==> src/rtl/sync_fifo_v3.sv <==
// Single-clock FIFO with occupancy count, programmable almost flags and sticky errors.
// Define SYNC_FIFO_FWFT_EN for first-word-fall-through read data.
module sync_fifo_v3 #(
    parameter int WIDTH     = 32,
    parameter int DEPTH_LEN = 4,
    parameter int AF_THRESH = 2**DEPTH_LEN - 2,
    parameter int AE_THRESH = 2
) (
    input  logic                 i_clk,
    input  logic                 i_rst_n,
    input  logic [WIDTH-1:0]     i_data,
    input  logic                 wr_en,
    input  logic                 rd_en,
    input  logic                 i_flush,
    input  logic                 i_clr_err,
    output logic [WIDTH-1:0]     o_data,
    output logic                 o_full,
    output logic                 o_empty,
    output logic                 o_almost_full,
    output logic                 o_almost_empty,
    output logic [DEPTH_LEN:0]   o_count,
    output logic                 o_overflow,
    output logic                 o_underflow
);

    localparam int DEPTH = 2**DEPTH_LEN;
    localparam int CW    = DEPTH_LEN + 1;

    localparam logic [CW-1:0] FULL_C = CW'(DEPTH);
    localparam logic [CW-1:0] AF_C   = CW'(AF_THRESH);
    localparam logic [CW-1:0] AE_C   = CW'(AE_THRESH);

    if (AF_THRESH > DEPTH || AE_THRESH >= DEPTH) begin : g_bad_thresh
        $error("sync_fifo_v3: AF_THRESH must be <= DEPTH and AE_THRESH < DEPTH");
    end

    logic [WIDTH-1:0]     mem_q [DEPTH];
    logic [WIDTH-1:0]     mem_d [DEPTH];
    logic [DEPTH_LEN-1:0] wr_ptr_q, wr_ptr_d;
    logic [DEPTH_LEN-1:0] rd_ptr_q, rd_ptr_d;
    logic [CW-1:0]        count_q, count_d;
    logic                 ovf_q, ovf_d;
    logic                 unf_q, unf_d;
    logic                 wr_acc, rd_acc;
    logic                 ovf_set, unf_set;

    assign o_full         = (count_q == FULL_C);
    assign o_empty        = (count_q == '0);
    assign o_almost_full  = (count_q >= AF_C);
    assign o_almost_empty = (count_q <= AE_C);
    assign o_count        = count_q;
    assign o_overflow     = ovf_q;
    assign o_underflow    = unf_q;

    // Flush swallows both requests, so it also masks error detection.
    always_comb begin
        rd_acc  = rd_en && !o_empty && !i_flush;
        wr_acc  = wr_en && (!o_full || rd_acc) && !i_flush;
        ovf_set = wr_en && !wr_acc && !i_flush;
        unf_set = rd_en && o_empty && !i_flush;
    end

    always_comb begin
        wr_ptr_d = wr_ptr_q;
        rd_ptr_d = rd_ptr_q;
        count_d  = count_q;
        mem_d    = mem_q;
        if (i_flush) begin
            wr_ptr_d = '0;
            rd_ptr_d = '0;
            count_d  = '0;
        end else begin
            if (wr_acc) begin
                mem_d[wr_ptr_q] = i_data;
                wr_ptr_d        = wr_ptr_q + 1'b1;
            end
            if (rd_acc) begin
                rd_ptr_d = rd_ptr_q + 1'b1;
            end
            if (wr_acc && !rd_acc) begin
                count_d = count_q + 1'b1;
            end else if (rd_acc && !wr_acc) begin
                count_d = count_q - 1'b1;
            end
        end
    end

    // A new error event in the clear cycle keeps the flag set.
    always_comb begin
        ovf_d = ovf_q;
        unf_d = unf_q;
        if (i_clr_err) begin
            ovf_d = 1'b0;
            unf_d = 1'b0;
        end
        if (ovf_set) begin
            ovf_d = 1'b1;
        end
        if (unf_set) begin
            unf_d = 1'b1;
        end
    end

    always_ff @(posedge i_clk or negedge i_rst_n) begin
        if (!i_rst_n) begin
            wr_ptr_q <= '0;
            rd_ptr_q <= '0;
            count_q  <= '0;
            ovf_q    <= 1'b0;
            unf_q    <= 1'b0;
        end else begin
            wr_ptr_q <= wr_ptr_d;
            rd_ptr_q <= rd_ptr_d;
            count_q  <= count_d;
            ovf_q    <= ovf_d;
            unf_q    <= unf_d;
        end
    end

    always_ff @(posedge i_clk) begin
        mem_q <= mem_d;
    end

`ifdef SYNC_FIFO_FWFT_EN
    assign o_data = o_empty ? '0 : mem_q[rd_ptr_q];
`else
    logic [WIDTH-1:0] data_q, data_d;

    always_comb begin
        data_d = data_q;
        if (rd_acc) begin
            data_d = mem_q[rd_ptr_q];
        end
    end

    always_ff @(posedge i_clk or negedge i_rst_n) begin
        if (!i_rst_n) begin
            data_q <= '0;
        end else begin
            data_q <= data_d;
        end
    end

    assign o_data = data_q;
`endif

endmodule

==> config.mk <==
export PLATFORM = sky130hd
export DESIGN_NAME = sync_fifo_v3
export DESIGN_NICKNAME = d
export VERILOG_FILES = /design/src/rtl/sync_fifo_v3.sv
export SDC_FILE = /design/constraint.sdc
export NUM_CORES = 1
export LEC_CHECK = 0
export CAP_MARGIN = 10
export CORE_ASPECT_RATIO = 0.7
export CORE_UTILIZATION = 40
export CTS_CLUSTER_SIZE = 25
export DETAILED_ROUTE_END_ITERATION = 7
export PLACE_DENSITY = 0.56
export SLEW_MARGIN = 25
export SYNTH_ARGS = -nofsm -noshare
export SYNTH_HDL_FRONTEND = slang
export SYNTH_SLANG_ARGS = --single-unit
==> constraint.sdc <==
create_clock -name i_clk -period 5.25 [get_ports i_clk]
set_input_delay 1.05 -clock i_clk [delete_from_list [all_inputs] [get_ports i_clk]]
set_output_delay 1.05 -clock i_clk [all_outputs]
set_load 0.01 [all_outputs]
# After elaboration in Yosys (flattened, before gate mapping)
# Cells that the tools add are included.
classes:
  reduce_logical: 24
  order_cmp: 5
  n_mux: 16
  n_bitwise: 3
  addsub: 4
  eq_ne: 1
op_table:
  columns: ["operator", "count"]
  rows:
  - ["$bwmux 512", 1]
  - ["$bmux 32 s4", 1]
  - ["$demux 32 s4", 1]
  - ["$mux 32", 3]
  - ["$mux 4", 4]
  - ["$mux 5", 3]
  - ["$logic_and 1x1->1", 11]
  - ["$ge 5x5->1 const B", 2]
  - ["$not 4->5", 2]
  - ["$add 4x1->4 const B", 2]
  - ["$reduce_bool 2->1", 4]
  - ["$add 5x1->5 const B", 1]
  - ["$eq 5x5->1 const B", 1]
  - ["$ge 5x4->1 const B", 1]
  - ["$le 5x2->1 const B", 1]
  - ["$logic_not 1->1", 5]
  - ["$logic_not 5->1", 1]
  - ["$lt 5x1->1 const B", 1]
  - ["$sub 5x1->5 const B", 1]
  - ["$mux 1", 3]
  - ["$reduce_bool 3->1", 1]
  - ["$reduce_and 2->1", 1]
  - ["$logic_or 1x1->1", 1]
  - ["$not 1->1", 1]
totals:
  reg_bits: 559
  input_bits: 38

# Longest topological paths before layout
# Gate-level depths: netlist (run 1).
depth:
  ltp_word: 12
  mapped_depth: 9

# Worst setup path after synthesis (run 1)
# No wires, ideal clock.
synth_path:
  path_kind: "input to register"
  startpoint: "in rd_en"
  endpoint: "reg mem_q[384] (netlist name) (enable)"
  cell_stages: 5
  slack_ns: 0.781
  t_required_ns: 4.789
  arrival_time_ns: 4.008
  cell_sequence: "clkbuf_1 -> inv_1 -> a31oi_1 -> nand2_1 -> nor3_1"
synth_between:
  elab_chain_len: 6
synth_rtl:
  columns: ["item", "line", "text"]
  rows:
  - ["from (decl)", "13", "input logic rd_en,"]
  - ["$logic_and 1x1->1 (2 in series)", "57", "rd_acc = rd_en && !o_empty && !i_flush;"]
  - ["$logic_or 1x1->1", "58", "wr_acc = wr_en && (!o_full || rd_acc) && !i_flush;"]
  - ["$logic_and 1x1->1 (2 in series)", "58", null]
  - ["$reduce_and 2->1 (no line)", null, null]
  - ["to (signal assigned)", "121", "mem_q <= mem_d;"]
  - ["to (decl)", "37", "logic [WIDTH-1:0] mem_q [DEPTH];"]
# Every way passes these cells.
# A chain may end at the register's enable or synchronous reset.

# Final worst setup path (run 1)
layout_path:
  startpoint: "reg count_q[3], in the netlist o_count[3]"
  endpoint: "out o_full"
layout_between:
  elab_chain_len: 1
layout_rtl:
  columns: ["item", "line", "text"]
  rows:
  - ["from (decl)", "41", "logic [CW-1:0] count_q, count_d;"]
  - ["from (signal assigned)", "114", "count_q <= count_d;"]
  - ["$eq 5x5->1", "47", "assign o_full = (count_q == FULL_C);"]
  - ["to (decl)", "17", "output logic o_full,"]
# Every way passes these cells.

==> flow_metrics.tcl, run 1 <==
set metrics [dict create \
    status "finished, final reports clean" \
    hold_slack_ns 0.408 \
    timing.final.crit_share_pct 70.7 \
    gp_congestion 0.750 \
    pwr-share-comb_pct 22.1 \
    clk_latency_ns 0.59 \
    cts_tree "built" \
    p_sw_share_pct 27.2 \
    min_period_ns 3.71 \
    die_h_um 197 \
    synth_cell_types 51 \
    critPathArrivalTime_ns 2.66 \
    setup_viol_count_final 0 \
    rsz0062_at_grt "false" \
    place_ws_ns 1.09 \
    synth-edff-count 512 \
    overflow 0 \
    timing.rr.end "o_count[4]$_DFFE_PN0P_" \
    post-synth-top-area-cell "edfxtp_1" \
    cellPowerDensity_nw_per_um2 466 \
    slowest_delay_ns 0.80 \
    ant_nets 0 \
    start_kind "flop" \
    numCtsBuffers 52 \
    synthFlopType "edfxtp_1" \
    yosys_warnings 0 \
    start_util_pct 40.4 \
    relSlewSlack_pct 33.6 \
    h-tree-depth 2 \
    worstMarginPinSlew_ns 0.995 \
    total_leakage_power_nw 7.80 \
    antenna_found_initial 0 \
    hold_class "in2async" \
    worstPathMaxFanout 9 \
    grt_pass1_wl_um 72700 \
    n_antenna_cell 0 \
    synth_area_leaders "edfxtp_1, mux4_2, dfrtp_1" \
    grt_usage_pct 18.3 \
    dieArea_um2 55200 \
    routed_via_density 5.44 \
    cp_top_family "simple AND/OR/NAND/NOR gates" \
    critical_path_class "reg2out" \
    rows 71 \
    r2r_cells 8 \
    drc 0 \
    fin_nets 1152 \
    path_clk_slew_ns 0.07 \
    synthCells 991 \
    dr.first_iter.drc_count 819 \
    synth_fp_nets 1039 \
    hpwlAfterDp_um 29200 \
    clkPwrFrac_pct 32.5 \
    power.internal_mw 8.58 \
    synth_area_um2 21700 \
    end_kind "output pin" \
    rr_startpoint "o_count[1]$_DFFE_PN0P_" \
    first_pass_iters 5 \
    grt_max_degree 49 \
    synth-async-reset-ratio_pct 8.41 \
    slew_viol_final 0 \
    p_sw_mw 3.21 \
    skew_ns 0.0216 \
    critical_path.cell_chain "or4_1, nor2_1, clkdlybuf4s50_1" \
    portBuffers 80 \
    slowest_stage "or4_1" \
    cts.sinks 559 \
    seqPwrFrac_pct 45.4 \
    cp.depth 3 \
    final_hold_viol_count 0 \
    worst_slack_ns 1.54 \
    ctsLongestPathBuffers 3 \
    r2r_slack_ns 2.14 \
    cts_root_buf "clkbuf_16" \
    syn_area_per_cell_um2 21.9 \
    holdBufCountCts 0 \
    yosysTopAreaCellShare_pct 70.8 \
    tns_ns 0 \
    max_freq_ghz 0.269 \
    wl_um 49300 \
    core_um2 53700 \
    vias 10200 \
    endpoint "o_full" \
    critPathBufInv 1 \
    nFillCells 4487 \
    synth.yosys.seq_area_share_pct 76.3 \
    drive_gt1_share_pct 25.9 \
    cp.required_ns 4.20 \
    ioPinCount 81 \
    maxCapViolations 0 \
    postCtsSetupRepairBufs 0 \
    ir_worst_vdd_mv 0.248 \
    die_width_um 280 \
    ctsResizeCount 0 \
    setup.worst_path.start "o_count[3]$_DFFE_PN0P_" \
    syn2layout_area_growth_pct 16.7 \
    grt_pass1_vias 10600 \
    ys_ff_latch 559 \
    wire_per_inst_um 26.3 \
]
-- cells by family after synthesis --
family	after synthesis	synth area share, %
adder cells (fa/ha/maj)	10	0.611
AO/OA/AOI/OAI	65	3.34
flip-flops	559	76.3
buffers and inverters	64	1.36
XOR/XNOR	7	0.283
AND/OR/NAND/NOR	92	1.93
multiplexers	194	16.2
-- flip-flops by register name, indices dropped and copies added (netlist names) --
signal	flops
o_data	32
o_count	5
o_underflow	1
o_overflow	1
wr_ptr_q	4
rd_ptr_q	4
mem_q	512
-- cell usage after synthesis, drive strengths merged (2+ instances only) --
master / number
nor2: 23
nand2b: 5
buf: 30
a211o: 2
o221ai: 31
nor4: 3
mux4: 126
nand2: 38
xnor2: 3
o22ai: 2
ha: 9
inv: 9
a211oi: 2
a21o: 2
nand3: 8
nor3: 5
xor2: 4
clkbuf: 25
edfxtp: 512
o211ai: 3
a31oi: 3
dfrtp: 47
mux2i: 68
nand3b: 3
o21ai: 3
a21oi: 6
-- layout by cell type (no fill, tap or decap), types with 9 or more instances in the layout --
cell type | synthesis | final
nor2_1 | 23 | 11
clkdlybuf4s50_1 | 0 | 79
ha_1 | 9 | 9
inv_1 | 9 | 9
clkbuf_1 | 25 | 9
mux4_2 | 126 | 126
buf_4 | 1 | 30
mux2i_1 | 68 | 68
edfxtp_1 | 512 | 512
clkbuf_16 | 0 | 54
nor2_4 | 0 | 12
o221ai_2 | 30 | 30
nand2_1 | 38 | 38
dfrtp_1 | 47 | 44
-- per-stage QoR --
stage	power [mW]	util, %	instances	cell area (um2)
floorplan	7.14	-	991	21700
global placement	8.11	44.0	1780	23600
detailed placement	8.12	44.0	1780	23600
CTS	11.9	47.2	1876	25300
global route	12.3	47.2	1876	25300
finish	11.8	47.2	1876	25300
-- worst min-delay path by stage --
stage	from	to	slack (ns)
after floorplan	o_data[31]$_DFFE_PN0P_	o_data[31]$_DFFE_PN0P_	0.52
after global placement	o_data[3]$_DFFE_PN0P_	o_data[3]$_DFFE_PN0P_	0.48
after detailed placement	o_data[25]$_DFFE_PN0P_	o_data[25]$_DFFE_PN0P_	0.48
after CTS	i_rst_n	o_data[20]$_DFFE_PN0P_	0.41
after global routing	i_rst_n	o_data[18]$_DFFE_PN0P_	0.41
final	i_rst_n	o_data[20]$_DFFE_PN0P_	0.41
-- per-layer routing --
metal	share of wire, %	global-route usage (%)	vias up
met3	4.0	2.60	54
met1	47	26.6	5547
met5	0	0	-
met2	48	29.4	233
met4	1.6	4.13	0
li1	-	-	4378
-- layout make-up --
| cell class | instances | area (um2) | share of cell area [%] |
|---|---|---|---|
| Clock buffer | 64 | 1400 | 5.53 |
| Clock inverter | 32 | 334 | 1.32 |
| Inverter | 9 | 33.8 | 0.133 |
| Multi-Input combinational cell | 368 | 4970 | 19.6 |
| Sequential cell | 559 | 16600 | 65.4 |
| Tap cell | 730 | 913 | 3.61 |
| Timing Repair Buffer | 114 | 1100 | 4.35 |
-- power by group through the flow --
stage / registers (mW) / logic (mW) / clock network (mW)
after floorplan: 5.32 / 1.81 / 0
after global placement: 5.45 / 2.65 / 0
after detailed placement: 5.46 / 2.66 / 0
after CTS: 5.37 / 2.67 / 3.90
after global routing: 5.40 / 2.81 / 4.07
final: 5.35 / 2.61 / 3.83
No activity file was read; power rests on OpenSTA's default activity.
==> run 2, diff against run 1 <==
==> constraint.sdc (replaced) <==
create_clock -name i_clk -period 3.82 [get_ports i_clk]
set_input_delay 0.764 -clock i_clk [delete_from_list [all_inputs] [get_ports i_clk]]
set_output_delay 0.764 -clock i_clk [all_outputs]
set_load 0.01 [all_outputs]
==> run 2 against run 1 <==
  * Worst hold slack got worse by 0.11 ns
  * Cell count up 0.96%
  * Power up 39%
  * Sequential cell count stayed put
  * Worst setup slack worse by 0.96 ns
  * Combinational power rose by 39%
  * Routed wire length fell by 5.5%
  * Clock skew shrank 0.0011 ns
  * Core utilization up 0.64 points
  * Critical path type unchanged
  * Critical endpoint is now o_empty
  * Largest power group unchanged
==> flow_metrics.tcl, run 2 (synthesized netlist as in run 1, its figures left out) <==
set metrics [dict create \
    status "finished, final reports clean" \
    nFillCells 4441 \
    mostFrequentLayoutCell "edfxtp_1" \
    critical_path_class "reg2out" \
    routed_via_density 5.32 \
    rr_startpoint "o_count[2]$_DFFE_PN0P_" \
    final_hold_viol_count 0 \
    start_kind "flop" \
    rsz0062_at_grt "false" \
    ioPinCount 81 \
    p_sw_share_pct 26.5 \
    worst_slack_ns 0.572 \
    cts_tree "built" \
    die_h_um 197 \
    vias 10100 \
    holdBufCountCts 0 \
    place_ws_ns 0.447 \
    endpoint "o_empty" \
    design_area_um2 25700 \
    setup_viol_count_final 0 \
    power.internal_mw 12.1 \
    worstMarginPinSlew_ns 0.919 \
    die_width_um 280 \
    h-tree-depth 2 \
    seqPwrFrac_pct 44.4 \
    final_cell_mix "edfxtp_1, mux4_2, clkdlybuf4s50_1" \
    fin_nets 1167 \
    maxCapViolations 0 \
    r2r_slack_ns 0.81 \
    overflow 0 \
    dr.first_iter.drc_count 764 \
    pwr-share-comb_pct 22.2 \
    path_clk_slew_ns 0.07 \
    cellPowerDensity_nw_per_um2 639 \
    worstPathMaxFanout 8 \
    grt_max_degree 87 \
    grt_usage_pct 17.3 \
    slew_viol_final 0 \
    n_antenna_cell 0 \
    clkPwrFrac_pct 33.4 \
    fin_cells 1894 \
    gp_congestion 0.756 \
    place_inst 1794 \
    max_freq_ghz 0.308 \
    dpl_cell_area_um2 23800 \
    relSlewSlack_pct 38.8 \
    postCtsSetupRepairBufs 0 \
    dieArea_um2 55200 \
    p_sw_mw 4.35 \
    drc 0 \
    hold_class "in2async" \
    cts_root_buf "clkbuf_16" \
    portBuffers 80 \
    ir_worst_vdd_mv 0.358 \
    skew_ns 0.0205 \
    tns_ns 0 \
    wl_um 46600 \
    ctsResizeCount 0 \
    antenna_found_initial 0 \
    syn2layout_area_growth_pct 18.3 \
    grt_pass1_wl_um 69800 \
    grt_pass1_vias 10500 \
    first_pass_iters 5 \
    regMostFlops "mem_q" \
    drive_gt1_share_pct 27.4 \
    clk_latency_ns 0.60 \
    end_kind "output pin" \
    ctsLongestPathBuffers 3 \
    cp.required_ns 3.06 \
    numCtsBuffers 53 \
    total_leakage_power_nw 7.95 \
    rows 71 \
    hpwlAfterDp_um 25900 \
    critPathArrivalTime_ns 2.48 \
    r2r_cells 7 \
    cts.sinks 559 \
    min_period_ns 3.25 \
    start_util_pct 40.4 \
    timing.final.crit_share_pct 85.0 \
    wire_per_inst_um 24.6 \
    core_um2 53700 \
    timing.rr.end "o_count[4]$_DFFE_PN0P_" \
    largest_reg_flops 512 \
    setup.worst_path.start "o_count[3]$_DFFE_PN0P_" \
    ant_nets 0 \
]
## run 2: power by group through the flow
stage               clock network, mW  registers (mW)  logic (mW)
finish                           5.48            7.28        3.64
global route                     5.82            7.33        3.95
global placement                    0            7.42        3.70
floorplan                           0            7.31        2.49
detailed placement                  0            7.42        3.72
CTS                              5.61            7.30        3.73
## run 2: final cells by class
type                            count  area (um2)  area share, %
Clock inverter                     38         404           1.57
Clock buffer                       62        1430           5.58
Multi-Input combinational cell    368        5000           19.5
Tap cell                          730         913           3.56
Sequential cell                   559       16600           64.5
Inverter                            9        33.8          0.132
Timing Repair Buffer              128        1320           5.14
## run 2: metrics by stage
step,hold WS (ns),utilization [%],total power [mW]
after floorplan,0.468,-,9.80
after global placement,0.469,44.4,11.1
after detailed placement,0.476,44.4,11.1
after CTS,0.312,47.8,16.6
after global routing,0.337,47.8,17.1
final,0.299,47.8,16.4
## run 2: worst min path at each step
stage / start / endpoint / slack, ns / cells past startpoint
final: i_rst_n / o_data[27]$_DFFE_PN0P_ / 0.30 / 1
after global routing: i_rst_n / o_data[27]$_DFFE_PN0P_ / 0.34 / 1
after CTS: i_rst_n / o_data[17]$_DFFE_PN0P_ / 0.31 / 1
after detailed placement: o_data[31]$_DFFE_PN0P_ / o_data[31]$_DFFE_PN0P_ / 0.48 / 2
after global placement: o_data[31]$_DFFE_PN0P_ / o_data[31]$_DFFE_PN0P_ / 0.47 / 2
after floorplan: i_rst_n / o_count[0]$_DFFE_PN0P_ / 0.47 / 0
## run 2: metal layers
metal,track usage [%],wire length [um],up-vias
met5,0,0,-
met4,4.03,807,0
met3,2.42,1610,56
met2,27.1,21800,195
met1,25.7,22300,5406
li1,-,-,4411
## run 2: worst max-delay path, stage by stage (launching register included)
cell	delay, ns
dfrtp_1	0.47
or4_1	0.58
buf_4	0.20
nor2_1	0.09
clkdlybuf4s50_1	0.55
==> run 3, diff against run 2 <==
--- a/config.mk
+++ b/config.mk
@@ -6,12 +6,14 @@
 export NUM_CORES = 1
 export LEC_CHECK = 0
 export CAP_MARGIN = 10
+export CELL_PAD_IN_SITES_DETAIL_PLACEMENT = 0
+export CELL_PAD_IN_SITES_GLOBAL_PLACEMENT = 1
 export CORE_ASPECT_RATIO = 0.7
 export CORE_UTILIZATION = 40
 export CTS_CLUSTER_SIZE = 25
 export DETAILED_ROUTE_END_ITERATION = 7
-export PLACE_DENSITY = 0.56
-export SLEW_MARGIN = 25
+export PLACE_DENSITY = 0.62
+export SLEW_MARGIN = 20
 export SYNTH_ARGS = -nofsm -noshare
 export SYNTH_HDL_FRONTEND = slang
 export SYNTH_SLANG_ARGS = --single-unit
==> run 3 against run 2 <==
  * Combinational power is essentially flat
  * Sequential share of layout area grew 0.28 points
  * Power shrank 0.81%
  * Sequential power is essentially flat
  * Critical endpoint is now o_full
  * Largest cell class unchanged
==> flow_metrics.tcl, run 3 (synthesized netlist as in run 1, its figures left out) <==
set metrics [dict create \
    status "finished, final reports clean" \
    core_um2 53700 \
    drc 0 \
    worstPathMaxFanout 9 \
    antenna_found_initial 1 \
    cts.sinks 559 \
    ctsLongestPathBuffers 3 \
    wl_um 47200 \
    largest_reg_flops 512 \
    die_width_um 280 \
    dr.first_iter.drc_count 747 \
    maxCapViolations 0 \
    cts_tree "built" \
    rows 71 \
    min_period_ns 3.37 \
    critical_path.cell_chain "or4_1, nor2_1, clkdlybuf4s50_1" \
    h-tree-depth 2 \
    slowest_delay_ns 0.75 \
    ant_nets 0 \
    final_hold_viol_count 0 \
    grt_usage_pct 17.6 \
    hpwlAfterDp_um 26400 \
    worst_slack_ns 0.455 \
    start_kind "flop" \
    hold_class "in2async" \
    routed_via_density 5.33 \
    syn2layout_area_growth_pct 17.7 \
    numCtsBuffers 53 \
    rsz0062_at_grt "false" \
    final_util_pct 47.6 \
    cp_top_family "simple AND/OR/NAND/NOR gates" \
    cts_root_buf "clkbuf_16" \
    portBuffers 80 \
    ioPinCount 81 \
    cellPowerDensity_nw_per_um2 637 \
    regMostFlops "mem_q" \
    die_h_um 197 \
    skew_ns 0.00926 \
    gp_congestion 0.741 \
    cp.required_ns 3.06 \
    timing.final.crit_share_pct 88.1 \
    wire_per_inst_um 24.9 \
    relSlewSlack_pct 47.1 \
    holdBufCountCts 0 \
    slew_viol_final 0 \
    worstMarginPinSlew_ns 0.793 \
    end_kind "output pin" \
    max_freq_ghz 0.297 \
    dieArea_um2 55200 \
    place_ws_ns 0.322 \
    start_util_pct 40.4 \
    mostFrequentLayoutCell "edfxtp_1" \
    path_clk_slew_ns 0.07 \
    first_pass_iters 4 \
    total_leakage_power_nw 7.91 \
    final_cell_mix "edfxtp_1, mux4_2, clkdlybuf4s50_1" \
    grt_pass1_vias 10700 \
    overflow 0 \
    postCtsSetupRepairBufs 0 \
    fin_cells 1893 \
    drive_gt1_share_pct 26.5 \
    setup_viol_count_final 0 \
    grt_pass1_wl_um 70800 \
    clk_latency_ns 0.57 \
    critical_path_class "reg2out" \
    ctsResizeCount 0 \
    vias 10100 \
    critPathBufInv 1 \
    fin_nets 1165 \
    design_area_um2 25600 \
    critPathArrivalTime_ns 2.60 \
    dpl_cell_area_um2 23800 \
    grt_max_degree 63 \
    tns_ns 0 \
    ir_worst_vdd_mv 0.314 \
    place_inst 1792 \
    slowest_stage "or4_1" \
    nFillCells 4442 \
]
==> run 3: cell types whose count changed in the layout (fill, tap and decap cells not counted), sizes merged <==
| cell | previous run | this run |
|---|---|---|
| buf | 49 | 47 |
| clkinvlp | 5 | 1 |
| clkbuf | 62 | 67 |
| clkinv | 24 | 23 |
| diode | 0 | 1 |
==> run 3: per-layer routing <==
layer  vias up  routed length, um  track usage [%]
met2       232              22300             27.4
met4         0                614             3.56
li1       4408                  -                -
met5         -                  0                0
met1      5411              22200             26.4
met3        48               2060             2.55
==> run 3: final cells by class <==
cell class / count / area [um2] / share of cell area, %
Clock inverter: 33 / 337 / 1.32
Multi-Input combinational cell: 368 / 5000 / 19.6
Timing Repair Buffer: 126 / 1250 / 4.91
Clock buffer: 67 / 1450 / 5.68
Tap cell: 730 / 913 / 3.57
Inverter: 9 / 33.8 / 0.132
Antenna cell: 1 / 2.50 / 0.00979
Sequential cell: 559 / 16600 / 64.8
==> run 3: report_power, final <==
group	internal [mW]	switching, mW
Combinational	1.90	1.74
Clock	3.16	2.21
Sequential	6.96	0.295
Total	12.0	4.25
==> run 3: through the flow <==
stage	hold WS, ns	power, mW
floorplan	0.468	9.80
global placement	0.472	11.1
detailed placement	0.481	11.1
CTS	0.185	16.5
global route	0.191	17.0
finish	0.184	16.3
==> run 3: final timing paths <==
kind                                         from                 endpoint  slack, ns  depth (start not counted)
max                        o_count[0]$_DFFE_PN0P_                   o_full       0.45                          3
min                                       i_rst_n   o_data[23]$_DFFE_PN0P_       0.18                          1
max reg2reg                o_count[0]$_DFFE_PN0P_   o_count[4]$_DFFE_PN0P_       0.73                          8
min reg2reg                 o_data[7]$_DFFE_PN0P_    o_data[7]$_DFFE_PN0P_       0.49                          2
max in group asynchronous                 i_rst_n  rd_ptr_q[1]$_DFFE_PN0P_       2.65                          2
min in group i_clk          o_data[7]$_DFFE_PN0P_    o_data[7]$_DFFE_PN0P_       0.49                          2
